$ cat src/rtl/fpu_ctrl_pkg.sv
// Shared constants and FSM encoding for the FPU arbiter.
// Imported by the arbiter top and its round-robin picker.
package fpu_ctrl_pkg;

  localparam int FP_W = 32;
  localparam int CNT_W = 4;

  localparam logic OP_MUL = 1'b0;
  localparam logic OP_DIV = 1'b1;

  typedef enum logic [1:0] {
    IDLE = 2'd0,
    WAIT = 2'd1,
    RESP = 2'd2
  } state_e;

endpackage

$ cat src/rtl/fpu_arbiter_rr_pick.sv
// rr_pick: combinational round-robin priority picker.
// Searches req from ptr upward, wrapping modulo N.
module rr_pick #(
  parameter int N  = 2,
  parameter int IW = (N > 1) ? $clog2(N) : 1
) (
  input  logic [N-1:0]  req,
  input  logic [IW-1:0] ptr,
  output logic [N-1:0]  gnt,
  output logic [IW-1:0] idx,
  output logic          any
);

  logic [IW-1:0] pos;

  always_comb begin
    gnt = '0;
    idx = '0;
    any = 1'b0;
    pos = '0;
    for (int k = 0; k < N; k++) begin
      pos = IW'((int'(ptr) + k) % N);
      if (!any && req[pos]) begin
        any      = 1'b1;
        gnt[pos] = 1'b1;
        idx      = pos;
      end
    end
  end

endmodule

$ cat src/rtl/fpu_arbiter.sv
// fpu_arbiter: shares one FP mul/div unit between requesters,
// one operation in flight, round-robin grant, valid/ready return.
module fpu_arbiter #(
  parameter int NUM_REQ = 2,
  parameter int LATENCY = 2,
  parameter int FP_W    = fpu_ctrl_pkg::FP_W,
  localparam int IW     = (NUM_REQ > 1) ? $clog2(NUM_REQ) : 1
) (
  input  logic                    clk,
  input  logic                    reset,
  input  logic [NUM_REQ-1:0]      req_valid,
  output logic [NUM_REQ-1:0]      req_ready,
  input  logic [NUM_REQ-1:0]      req_op,
  input  logic [NUM_REQ*FP_W-1:0] req_a,
  input  logic [NUM_REQ*FP_W-1:0] req_b,
  output logic [NUM_REQ-1:0]      rsp_valid,
  input  logic [NUM_REQ-1:0]      rsp_ready,
  output logic [FP_W-1:0]         rsp_value,
  output logic [FP_W-1:0]         fpu_a,
  output logic [FP_W-1:0]         fpu_b,
  output logic                    fpu_op,
  input  logic [FP_W-1:0]         fpu_value,
  output logic                    busy,
  output logic [IW-1:0]           grant_id
);

  import fpu_ctrl_pkg::*;

  state_e               state_q, state_d;
  logic [IW-1:0]        ptr_q, ptr_d;
  logic [IW-1:0]        gid_q, gid_d;
  logic [CNT_W-1:0]     cnt_q, cnt_d;
  logic [FP_W-1:0]      a_q, a_d;
  logic [FP_W-1:0]      b_q, b_d;
  logic [FP_W-1:0]      val_q, val_d;
  logic                 op_q, op_d;
  logic [NUM_REQ-1:0]   rv_q, rv_d;

  logic [NUM_REQ-1:0]   pick_gnt;
  logic [IW-1:0]        pick_idx;
  logic                 pick_any;

  rr_pick #(
    .N  (NUM_REQ),
    .IW (IW)
  ) u_pick (
    .req (req_valid),
    .ptr (ptr_q),
    .gnt (pick_gnt),
    .idx (pick_idx),
    .any (pick_any)
  );

  assign req_ready = (state_q == IDLE) ? pick_gnt : '0;
  assign rsp_valid = rv_q;
  assign rsp_value = val_q;
  assign fpu_a     = a_q;
  assign fpu_b     = b_q;
  assign fpu_op    = op_q;
  assign busy      = (state_q != IDLE);
  assign grant_id  = gid_q;

  always_comb begin
    state_d = state_q;
    ptr_d   = ptr_q;
    gid_d   = gid_q;
    cnt_d   = cnt_q;
    a_d     = a_q;
    b_d     = b_q;
    op_d    = op_q;
    val_d   = val_q;
    rv_d    = rv_q;
    unique case (state_q)
      IDLE: begin
        if (pick_any) begin
          a_d     = req_a[int'(pick_idx)*FP_W +: FP_W];
          b_d     = req_b[int'(pick_idx)*FP_W +: FP_W];
          op_d    = req_op[pick_idx];
          gid_d   = pick_idx;
          cnt_d   = CNT_W'(LATENCY - 1);
          state_d = WAIT;
        end
      end
      WAIT: begin
        if (cnt_q != '0) begin
          cnt_d = cnt_q - 1'b1;
        end else begin
          val_d       = fpu_value;
          rv_d        = '0;
          rv_d[gid_q] = 1'b1;
          state_d     = RESP;
        end
      end
      RESP: begin
        // next search starts just past the requester served last
        if (rsp_ready[gid_q]) begin
          rv_d    = '0;
          ptr_d   = (gid_q == IW'(NUM_REQ - 1)) ? '0 : gid_q + 1'b1;
          state_d = IDLE;
        end
      end
      default: state_d = IDLE;
    endcase
  end

  always_ff @(posedge clk) begin
    if (reset) begin
      state_q <= IDLE;
      ptr_q   <= '0;
      gid_q   <= '0;
      cnt_q   <= '0;
      a_q     <= '0;
      b_q     <= '0;
      op_q    <= 1'b0;
      val_q   <= '0;
      rv_q    <= '0;
    end else begin
      state_q <= state_d;
      ptr_q   <= ptr_d;
      gid_q   <= gid_d;
      cnt_q   <= cnt_d;
      a_q     <= a_d;
      b_q     <= b_d;
      op_q    <= op_d;
      val_q   <= val_d;
      rv_q    <= rv_d;
    end
  end

endmodule

$ cat config.mk
export PLATFORM = sky130hd
export DESIGN_NAME = fpu_arbiter
export DESIGN_NICKNAME = d
export VERILOG_FILES = /design/src/rtl/fpu_ctrl_pkg.sv /design/src/rtl/fpu_arbiter_rr_pick.sv /design/src/rtl/fpu_arbiter.sv
export SDC_FILE = /design/constraint.sdc
export NUM_CORES = 1
export LEC_CHECK = 0
export ABC_CLOCK_PERIOD_IN_PS = 2200
export CAP_MARGIN = 20
export CORE_MARGIN = 2
export CORE_UTILIZATION = 38
export DETAILED_ROUTE_END_ITERATION = 10
export PLACE_DENSITY = 0.88
export SYNTH_ARGS = -nofsm -noshare
export SYNTH_HDL_FRONTEND = slang
export SYNTH_SLANG_ARGS = --single-unit
$ cat constraint.sdc
create_clock -name clk -period 2.2 [get_ports clk]
set_clock_uncertainty 0.15 [all_clocks]
set_input_delay 0.33 -clock clk [delete_from_list [all_inputs] [get_ports clk]]
set_output_delay 0.33 -clock clk [all_outputs]
set_load 0.05 [all_outputs]
=== Yosys cells after proc, flatten, opt, wreduce, memory -nomap -nowiden ===
Cells that the tools add are included.

* Register bits: 107
* Input port bits: 168
* Output and inout bits: 103
* Logic and storage cells: 76

* Add/sub/neg operators: 3
* Magnitude comparators: 7
* Equality and inequality tests: 6
* Shifts and indexed selects: 2
* Multiplexer cells: 31
* Bitwise operators: 2
* Reductions and logical operators: 16

{| class="wikitable"
|+ Operators with widths
! operator !! number
|-
| $shiftx 64x7->32 || 2
|-
| $mux 1 || 16
|-
| $mux 2 || 7
|-
| $reduce_and 3->1 || 3
|-
| $lt 1x2->1 const B || 4
|-
| $mux 4 || 2
|-
| $ne 2x2->1 const B || 4
|-
| $pmux 4 s2 || 1
|-
| $pmux 2 s3 || 1
|-
| $reduce_and 2->1 || 3
|-
| $reduce_bool 2->1 || 3
|-
| $logic_and 1x1->1 || 4
|-
| $pmux 2 s2 || 1
|-
| $reduce_bool 4->1 || 1
|-
| $sub 4x1->4 const B || 1
|-
| $demux 1 s1 || 3
|-
| $ge 1x1->1 const B || 3
|-
| $add 1x1->1 const B || 2
|-
| $eq 2x1->1 const B || 1
|-
| $eq 2x2->1 const B || 1
|-
| $logic_not 2->1 || 1
|-
| $or 2x2->2 || 1
|-
| $logic_not 1->1 || 1
|-
| $not 1->1 || 1
|}

=== Longest topological paths before layout ===
* Depth in word-level cells: 8
* Mapped depth: 7
* Gate-level depth less buffers: 5

=== Modules after synthesis ===
From an unflattened synthesis, not the netlist that was laid out.

* Cell total of the unflattened synthesis: 501
* Area total of the unflattened synthesis: 4,571.9 um2

{| class="wikitable"
|+ By module, submodules not included
! module !! times used !! cells an instance !! area an instance (um2) !! seq. area each (um2)
|-
| fpu_arbiter || 1 || 496 || 4,539.4 || 2,142.1
|-
| rr_pick || 1 || 5 || 32.5 || 0.0
|}

=== Worst setup path after synthesis ===
No wires, ideal clock.

* Kind: register to output
* Start: register state_q[1]
* End: output port req_ready[1]
* Arrival time: 1.368 ns
* Data required time: 1.720 ns
* Path slack: 0.352 ns
* Stages on the path, launching flop included: 5
* Cell sequence: dfxtp_1 -> nor2_2 -> inv_2 -> or3_1 -> inv_1

* Longest elaborated chain between the ends: 2

{| class="wikitable"
|+ Ends and longest elaborated chain
! item !! line !! text
|-
| from (decl) || fpu_arbiter.sv:29 || <nowiki>state_e state_q, state_d;</nowiki>
|-
| from (signal assigned) || fpu_arbiter.sv:118 || <nowiki>state_q <= state_d;</nowiki>
|-
| $logic_not 2->1 || fpu_arbiter.sv:54 || <nowiki>assign req_ready = (state_q == IDLE) ? pick_gnt : '0;</nowiki>
|-
| $mux 2 || fpu_arbiter.sv:54 ||
|-
| to (decl) || fpu_arbiter.sv:12 || <nowiki>output logic [NUM_REQ-1:0] req_ready,</nowiki>
|}

Every way passes these cells.

=== Final worst setup path ===
* Start: register state_q[0]
* End: output port req_ready[1]

Same word-level chain as after synthesis.

==> impl_metrics.py <==
metrics = {
    "outcome": {
        "status": "finished clean",
    },
    "cts": {
        "clockBufferDepth": 2,
        "cts_buffers": 9,
        "path_clk_slew_ns": 0.07,
        "cts_tree": "yes",
        "cts_sinks": 107,
        "clock_latency_ns": 0.35,
        "cts_setup_buffers": 0,
        "cts_max_level": 3,
        "root_buffer": "clkbuf_16",
    },
    "logic_synthesis": {
        "synthesis.area_um2": 4990,
        "synth_top_area_cell": "dfxtp_1",
        "synth_seq_cells": 107,
        "ys.flop_type": "dfxtp_1",
        "synth_warnings": 0,
        "synth_top_area_frac": 0.429,
        "synthTopCellsByArea": "dfxtp_1 (43%), a311oi_1 (11%), a21oi_1 (10%)",
        "synth_edf_count": 0,
        "yosysSeqAreaShare": 0.429,
        "synthDistinctLibCells": 36,
        "synthArstFlopShare": 0,
        "synth.avg_cell_area_um2": 8.42,
        "synthCells": 593,
        "syn-num-nets": 762,
    },
    "hold_path": {
        "hold_class": "in2reg",
    },
    "run": {
        "cap_viol_max_count": 0,
    },
    "timing": {
        "hold_viol": 0,
        "fin_crit_ns": 2.09,
        "rsz0062_at_grt": "false",
        "max_slew_margin": 0.510,
        "setup_viol": 0,
        "clock.fmax_mhz": 478,
        "drv_slew": 0,
        "period_share": 0.951,
        "fin_tns_setup_ns": 0,
        "tightest_slew_ns": 0.736,
    },
    "setup_path": {
        "crit_arrival_ns": 1.61,
        "worstSetupStartpointType": "register",
        "required_ns": 1.72,
        "critPathKind": "reg2out",
        "end_kind": "primary output",
        "worstPathMaxFanout": 6,
        "r2r_slack_ns": 0.41,
    },
    "routing": {
        "drc_errors": 0,
        "wl_per_cell_um": 18.0,
        "antenna_left": 0,
        "avgViaCountPerCell": 5.66,
        "drt-initial-drc-count": 412,
        "drtPass1Iterations": 4,
        "vias": 5618,
        "routed_wl_um": 17900,
    },
    "power": {
        "power.density_nw_per_um2": 835,
        "p_sw_frac": 0.388,
        "leakagePower_nw": 2.73,
        "ir_worst_vdd_v": 0.000433,
        "comb_power_share": 0.415,
        "pwr-share-clk": 0.240,
        "cell_internal_pwr_mw": 4.14,
        "seq_power_share": 0.345,
        "total_power_mw": 6.76,
        "p_sw_mw": 2.63,
    },
    "placement": {
        "postPlaceCellArea_um2": 7800,
        "place_congestion": 0.786,
        "portBuffers": 270,
        "place_hpwl_um": 12000,
    },
    "floorplan": {
        "die_w_um": 119,
        "initial_core_util": 0.392,
        "dieArea_um2": 14100,
        "die_y_um": 119,
        "rows": 41,
        "core_area_um2": 12700,
        "io-pin-count": 271,
    },
    "grt": {
        "overflow": 0,
        "grtUsageTotal": 0.247,
        "grt_pass1_vias": 5390,
        "grt_pass1_wl_um": 28200,
        "grt_max_degree": 84,
        "antenna_found_initial": 1,
    },
    "layout": {
        "drive_gt1_frac": 0.0598,
        "stdcell_area_um2": 8100,
        "nNetsFinal": 983,
        "fin_util": 0.637,
        "area_growth_pct": 62.2,
        "fillers": 1133,
    },
}
## repair_timing
item | in CTS | in global routing
hold buffers | 0 | 0
gates resized for setup | 0 | 1
setup endpoints to repair | 0 | 1
## synthesized netlist by cell type, types with 2 or more instances
cell / instances
nand3_1: 33
o221ai_1: 3
dfxtp_1: 107
clkbuf_1: 42
nand3b_1: 65
a21oi_1: 104
nor2_1: 3
buf_1: 2
o21ai_0: 54
or3_1: 3
o21ai_1: 46
buf_2: 31
a311oi_1: 65
inv_2: 2
nand2b_1: 3
inv_1: 6
buf_4: 3
nand2_1: 3
## metrics by stage
stage               hold WS, ns  std cells  setup slack [ns]
CTS                       0.219        991            0.0210
detailed placement        0.319        975            0.0777
finish                    0.232        992             0.107
global route              0.262        992           0.00146
floorplan                 0.313        593             0.352
global placement          0.310        975             0.187
## state kept, by name (all words and copies together) (netlist names)
register,cells
ptr_q,1
cnt_q,4
fpu_op,1
rsp_valid,2
state_q,2
fpu_b,32
rsp_value,32
grant_id,1
fpu_a,32
## cells by family after synthesis
logic type | Yosys count | share of synthesized area
multiplexers | 1 | 0.00201
AO/OA/AOI/OAI | 278 | 0.334
AND/OR/NAND/NOR | 120 | 0.158
buffers and inverters | 86 | 0.0747
adder cells (fa/ha/maj) | 1 | 0.00251
flip-flops | 107 | 0.429
## cells in the final DEF, fill, tap and decap left out, drive strengths merged, types with 2 or more instances in the layout
cell type	n
o21ai	100
nor2b	2
clkinv	4
a21oi	104
nand3b	65
buf	24
nand2b	3
nand2	3
dfxtp	107
nand3	33
or3	3
a311oi	65
inv	8
clkdlybuf4s50	264
clkinvlp	2
o221ai	3
nor2	4
clkbuf	9
## power groups by stage
stage / clock network, mW / logic (mW) / registers, mW
after detailed placement: 0 / 2.81 / 2.37
after floorplan: 0 / 0.918 / 3.18
final: 1.62 / 2.81 / 2.33
after CTS: 1.67 / 2.82 / 2.33
after global routing: 1.73 / 2.97 / 2.36
after global placement: 0 / 2.78 / 2.36
## layout make-up
| class | instances | area [um^2] | share of cell area |
|---|---|---|---|
| well taps | 172 | 215 | 0.0266 |
| multi-input cells | 400 | 2500 | 0.309 |
| repair buffers | 288 | 2910 | 0.360 |
| clock inverters | 7 | 68.8 | 0.00850 |
| diodes | 1 | 2.50 | 0.000309 |
| flip-flops and latches | 107 | 2140 | 0.265 |
| clock buffers | 9 | 225 | 0.0278 |
| inverters | 8 | 30.0 | 0.00371 |
## layer usage
metal | share of wire | GRT usage | vias to the layer above
li1 | - | - | 2694
met1 | 0.40 | 0.286 | 2660
met2 | 0.48 | 0.409 | 228
met3 | 0.087 | 0.0840 | 36
met4 | 0.031 | 0.113 | 0
met5 | 0 | 0 | -
## worst max-delay path, stage by stage, from the launching register on
cell and delay [ns]:
dfxtp_1 0.36, nor2_4 0.18, inv_2 0.10, or3_1 0.37
inv_1 0.10, buf_12 0.14
## worst paths after layout
kind | startpoint | end | cells past startpoint
setup reg to reg | cnt_q[0] | cnt_q[0] | 6
hold / removal | req_valid[1] | grant_id | 4
setup / recovery | state_q[0] | req_ready[1] | 5
hold reg to reg | rsp_valid[0] | rsp_valid[0] | 2
Power figures use the tool's default switching activity.
